[config.mk]
export PLATFORM = sky130hd
export DESIGN_NAME = memory_arbiter
export DESIGN_NICKNAME = d
export VERILOG_FILES = /design/src/rtl/memory_arbiter.sv
export SDC_FILE = /design/constraint.sdc
export NUM_CORES = 1
export LEC_CHECK = 0
export CORE_MARGIN = 2
export CORE_UTILIZATION = 50
export CTS_CLUSTER_DIAMETER = 40
export DETAILED_ROUTE_END_ITERATION = 12
export PLACE_DENSITY = 0.81
export SLEW_MARGIN = 20
export SYNTH_ARGS = -nofsm -noshare
export SYNTH_HDL_FRONTEND = slang
export SYNTH_SLANG_ARGS = --single-unit
[constraint.sdc]
create_clock -name clk -period 2.76 [get_ports clk]
set_input_delay 0.276 -clock clk [delete_from_list [all_inputs] [get_ports clk]]
set_output_delay 0.276 -clock clk [all_outputs]
set_load 0.05 [all_outputs]
[src/rtl/memory_arbiter.sv]
// Arbiter and byte sequencer for the shared byte-wide memory port: grants the instruction
// cache or the load/store unit and serialises each access into 1, 2 or 4 byte cycles.
module memory_arbiter (
    input  logic        clk,
    input  logic        rst,
    input  logic        pause,
    input  logic        ic_req,
    input  logic [31:0] ic_addr,
    output logic [31:0] ic_data,
    output logic        ic_ready,
    input  logic        ls_req,
    input  logic        ls_we,
    input  logic [1:0]  ls_size,
    input  logic [31:0] ls_addr,
    input  logic [31:0] ls_wdata,
    output logic [31:0] ls_rdata,
    output logic        ls_ready,
    input  logic        io_buffer_full,
    input  logic [7:0]  mem_din,
    output logic [7:0]  mem_dout,
    output logic [31:0] mem_a,
    output logic        mem_wr
);

    typedef enum logic [1:0] {StIdle, StRd, StWr, StDone} state_e;

    localparam logic OwnerIc = 1'b0;
    localparam logic OwnerLs = 1'b1;

    state_e      state_q;
    logic        owner_q;
    logic        last_grant_q;
    logic [31:0] addr_q;
    logic [2:0]  len_q;
    logic [1:0]  cnt_q;
    logic [23:0] wdata_hi_q;
    logic [31:0] rbuf_q;
    logic [31:0] mem_a_q;
    logic [7:0]  mem_dout_q;
    logic        mem_wr_q;
    logic [31:0] ic_data_q;
    logic [31:0] ls_rdata_q;
    logic        ic_ready_q;
    logic        ls_ready_q;

    logic        ls_blocked;
    logic        ic_cand;
    logic        ls_cand;
    logic        grant_ls;
    logic [2:0]  ls_len;
    logic [2:0]  cnt_next;
    logic        last_beat;
    logic [31:0] next_addr;
    logic [7:0]  wr_byte;
    logic [31:0] rd_word;

    // A store into the IO region cannot start while the IO sink is full.
    assign ls_blocked = ls_we && (ls_addr[17:16] == 2'b11) && io_buffer_full;
    assign ic_cand    = ic_req;
    assign ls_cand    = ls_req && !ls_blocked;
    assign grant_ls   = ls_cand && (!ic_cand || (last_grant_q == OwnerIc));

    assign cnt_next   = {1'b0, cnt_q} + 3'd1;
    assign last_beat  = (cnt_next == len_q);
    assign next_addr  = addr_q + {29'd0, cnt_next};

    always_comb begin
        case (ls_size)
            2'd0:    ls_len = 3'd1;
            2'd1:    ls_len = 3'd2;
            default: ls_len = 3'd4;
        endcase
    end

    // Byte 0 is driven at grant; this selects byte cnt+1 for the following beats.
    always_comb begin
        case (cnt_q)
            2'd0:    wr_byte = wdata_hi_q[7:0];
            2'd1:    wr_byte = wdata_hi_q[15:8];
            default: wr_byte = wdata_hi_q[23:16];
        endcase
    end

    always_comb begin
        rd_word = rbuf_q;
        case (cnt_q)
            2'd0:    rd_word[7:0]   = mem_din;
            2'd1:    rd_word[15:8]  = mem_din;
            2'd2:    rd_word[23:16] = mem_din;
            default: rd_word[31:24] = mem_din;
        endcase
    end

    always_ff @(posedge clk) begin
        if (rst) begin
            state_q      <= StIdle;
            owner_q      <= OwnerIc;
            last_grant_q <= OwnerLs;
            addr_q       <= 32'd0;
            len_q        <= 3'd0;
            cnt_q        <= 2'd0;
            wdata_hi_q   <= 24'd0;
            rbuf_q       <= 32'd0;
            mem_a_q      <= 32'd0;
            mem_dout_q   <= 8'd0;
            mem_wr_q     <= 1'b0;
            ic_data_q    <= 32'd0;
            ls_rdata_q   <= 32'd0;
            ic_ready_q   <= 1'b0;
            ls_ready_q   <= 1'b0;
        end else if (!pause) begin
            ic_ready_q <= 1'b0;
            ls_ready_q <= 1'b0;
            unique case (state_q)
                StIdle: begin
                    if (ic_cand || ls_cand) begin
                        owner_q      <= grant_ls;
                        last_grant_q <= grant_ls;
                        cnt_q        <= 2'd0;
                        rbuf_q       <= 32'd0;
                        if (grant_ls) begin
                            addr_q     <= ls_addr;
                            len_q      <= ls_len;
                            wdata_hi_q <= ls_wdata[31:8];
                            mem_a_q    <= ls_addr;
                            mem_dout_q <= ls_wdata[7:0];
                            mem_wr_q   <= ls_we;
                            state_q    <= ls_we ? StWr : StRd;
                        end else begin
                            addr_q  <= ic_addr;
                            len_q   <= 3'd4;
                            mem_a_q <= ic_addr;
                            state_q <= StRd;
                        end
                    end
                end
                StRd: begin
                    rbuf_q <= rd_word;
                    if (last_beat) begin
                        state_q <= StDone;
                        if (owner_q == OwnerLs) begin
                            ls_rdata_q <= rd_word;
                            ls_ready_q <= 1'b1;
                        end else begin
                            ic_data_q  <= rd_word;
                            ic_ready_q <= 1'b1;
                        end
                    end else begin
                        cnt_q   <= cnt_next[1:0];
                        mem_a_q <= next_addr;
                    end
                end
                StWr: begin
                    if (last_beat) begin
                        mem_wr_q <= 1'b0;
                        state_q  <= StDone;
                        if (owner_q == OwnerLs) begin
                            ls_ready_q <= 1'b1;
                        end else begin
                            ic_ready_q <= 1'b1;
                        end
                    end else begin
                        cnt_q      <= cnt_next[1:0];
                        mem_a_q    <= next_addr;
                        mem_dout_q <= wr_byte;
                    end
                end
                StDone: begin
                    state_q <= StIdle;
                end
            endcase
        end
    end

    assign ic_data  = ic_data_q;
    assign ic_ready = ic_ready_q;
    assign ls_rdata = ls_rdata_q;
    assign ls_ready = ls_ready_q;
    assign mem_a    = mem_a_q;
    assign mem_dout = mem_dout_q;
    // The strobe is gated so a stalled write beat is never committed twice.
    assign mem_wr   = mem_wr_q && !pause;

endmodule

==> run metrics <==
status finished clean; Seq/Total Area, Yosys 43.6%; GR Overflow Total 0; Synth top area share 43.6%; initial antenna violation count 1; WL/cell 17.8 µm; CORE AREA 18500 µm²; Core Util, Final 69.7%; max_slew headroom 48.2%; Synth area leader dfxtp_1; post-route DRC violation count 0; Worst Setup Path Type reg -> reg; starting density of the core 50.6%; Crit. End Element flip-flop; fillers 1453; Fmax 0.387 GHz; global-route wire length before repair 42800 µm; clock sink total 204; vias in the first global route 8350; IO buf count 219; Tmin final 2.59 ns; largest net degree at the start of global routing 75; Worst-Skew Late Latency 0.54 ns; final antenna-violating net count 0; Area growth syn-to-layout 37.7%; Mapped Avg Cell Area 8.71 µm²; area of the multi-input gates 4920 µm²; Post-Syn Area 9370 µm²; reg2reg setup slack 0.17 ns; CTS Hold Buffers Added 0; critical path data arrival time 3.01 ns; PD cells 842 nW/µm²; synth cell count leaders dfxtp_1 (204), nor2_1 (136), a211oi_1 (102); Critical Path RT 3.19 ns; Yosys reg bits 204; Netlist cell types 62; Ports 220; Worst Hold Class in -> reg; RR Endpoint mem_a[19]$_SDFFE_PP0P_; H-tree depth 1; dominant cells by area after synthesis dfxtp_1 (44%), mux2i_1 (8.7%), a211oi_1 (8.2%); min-delay src rst; critical-path cell list inv_1 > ha_4 > ha_1 > a21oi_1 > and2_1 > nor3_1 > xor2_1 > a211o_1; final WL 26900 µm; startpoint types flip-flop; Die Area 19800 µm²; Final Hold Viols 0; Post-synth EDFFs 0; Total GRT Usage 26.1%; 1st-pass router iterations 5; RSZ-0062 raised after global routing false; r2r startpoint cnt_q[0]$_SDFFE_PP0P_; worst-path fanout max 8; depth of the worst hold-timing path 4; asr flop ratio synth 0%; share of layout cells above drive strength 1 8.93%; Critical Path Slowest Stage Cell and2_1; Longest Clk Path Bufs 3; FP Rows 50; Leak 4.75 nW; Slew Viols, Final 0; Die Height 141 µm; setup TNS 0 ns; die extent in x 141 µm; Post-Syn Instances 1076; Hold Path End mem_a[8]$_SDFFE_PP0P_; yosys warns 0; Main synth FF type dfxtp_1; setup clock skew after layout 0.00871 ns; vias per std cell 5.87; TritonCTS Buffers 28; count leader, synth dfxtp_1; max_cap viols 0; vias 8864; Final Setup Violations 0; Worst-path clk slew 0.06 ns; largest stage delay on the critical path 0.45 ns; syn nets 1200; register area 4080 µm²; Peak VDD IR 569 µV; root buf cell clkbuf_16; post-detail-place hpwl 17900 µm; nets@finish 1380; total setup buffers inserted after CTS 0; actual slew at the worst max-slew pin 0.777 ns; Iteration-0 DRC Markers 781; Reg2Reg Depth 8; global placement routability congestion 0.853; Tcrit/Tclk final 93.7%; CTS tree done
-- critical path: cells and delay by family, from the launching register on --
family / cells / cell delay, ns
AOI/OAI and AO/OA: 2 / 0.69
buffers and inverters: 1 / 0.15
xor gates and xnor gates: 1 / 0.16
adders and majority gates: 2 / 0.46
and+or+nand+nor: 2 / 0.59
DFF: 1 / 0.41
-- layout by cell type, fill, tap and decap left out, drive strengths merged, types with 3 or more instances in the layout --
cell type / count
a211o: 16
a211oi: 102
a21boi: 3
a21o: 3
a21oi: 78
a22o: 11
a32o: 7
and2: 8
and3: 18
and4: 5
buf: 29
bufinv: 9
clkbuf: 32
clkdlybuf4s50: 218
clkinv: 5
dfxtp: 204
ha: 10
inv: 15
mux2: 9
mux2i: 81
nand2: 92
nand2b: 8
nand3: 27
nand4: 10
nor2: 136
nor2b: 4
nor3: 11
nor4: 8
o2111ai: 4
o211ai: 6
o21a: 5
o21ai: 46
o31a: 4
o31ai: 6
o41ai: 4
or3: 4
or4: 8
xnor2: 6
xor2: 5
-- power by group --
group	internal, mW	switching (mW)
registers	3.27	0.274
clock network	2.78	1.36
logic	1.17	2.00
total	7.22	3.64
-- flip-flops by register name, indices dropped and copies added (netlist names), 2 cells and up --
register    count
addr_q         32
cnt_q           2
ic_data        32
len_q           3
ls_rdata       32
mem_a          32
mem_dout        8
rbuf_q         32
state_q         2
wdata_hi_q     24
-- stage by stage --
stage	cells	hold slack, ns	setup slack, ns	power [mW]	instance area (µm²)
CTS	1510	0.269	0.00624	10.9	12900
finish	1511	0.284	0.175	10.9	12900
floorplan	1076	0.420	0.217	5.65	9370
global placement	1460	0.442	0.145	6.65	11800
detailed placement	1460	0.446	0.0128	6.70	11800
global route	1511	0.310	0.0185	11.3	12900
-- worst max-delay path by stage --
stage / endpoint / slack [ns] / from / depth (start not counted)
3_3_place_gp: mem_a[30]$_SDFFE_PP0P_ / 0.15 / cnt_q[0]$_SDFFE_PP0P_ / 9
2_1_floorplan: mem_a[20]$_SDFFE_PP0P_ / 0.22 / cnt_q[0]$_SDFFE_PP0P_ / 10
6_report: mem_a[19]$_SDFFE_PP0P_ / 0.17 / cnt_q[0]$_SDFFE_PP0P_ / 8
3_5_place_dp: mem_a[28]$_SDFFE_PP0P_ / 0.01 / cnt_q[0]$_SDFFE_PP0P_ / 9
5_1_grt: mem_a[21]$_SDFFE_PP0P_ / 0.02 / cnt_q[0]$_SDFFE_PP0P_ / 8
4_1_cts: mem_a[28]$_SDFFE_PP0P_ / 0.006 / cnt_q[0]$_SDFFE_PP0P_ / 9
-- logic make-up after synthesis --
| logic type | after synthesis | share of synthesized area (%) |
|---|---|---|
| and+or+nand+nor | 346 | 17.3 |
| AOI/OAI and AO/OA | 304 | 22.0 |
| DFF | 204 | 43.6 |
| buffers and inverters | 110 | 4.78 |
| muxes | 90 | 9.74 |
| xor gates and xnor gates | 11 | 1.03 |
| adders and majority gates | 11 | 1.55 |
-- per-layer routing --
metal	global-route usage [%]	wire (µm)
met1	35.8	11800
met2	42.6	12400
met3	3.70	1900
met4	8.47	762
met5	0	0
-- repair_timing --
| action | in CTS | in global routing |
|---|---|---|
| setup endpoints to repair | 2 | 21 |
| resized for setup | 2 | 7 |
| pin swaps | 0 | 0 |
| cloned | 0 | 0 |
-- cell type report --
cell class	instances	area share, %
clock inverter	18	2.69
antenna	1	0.0194
multi-input combinational	762	38.1
tap	234	2.27
inverter	13	0.378
timing repair buffer	247	19.1
clock buffer	32	5.78
sequential	204	31.7
(Power assumes the default switching activity.)
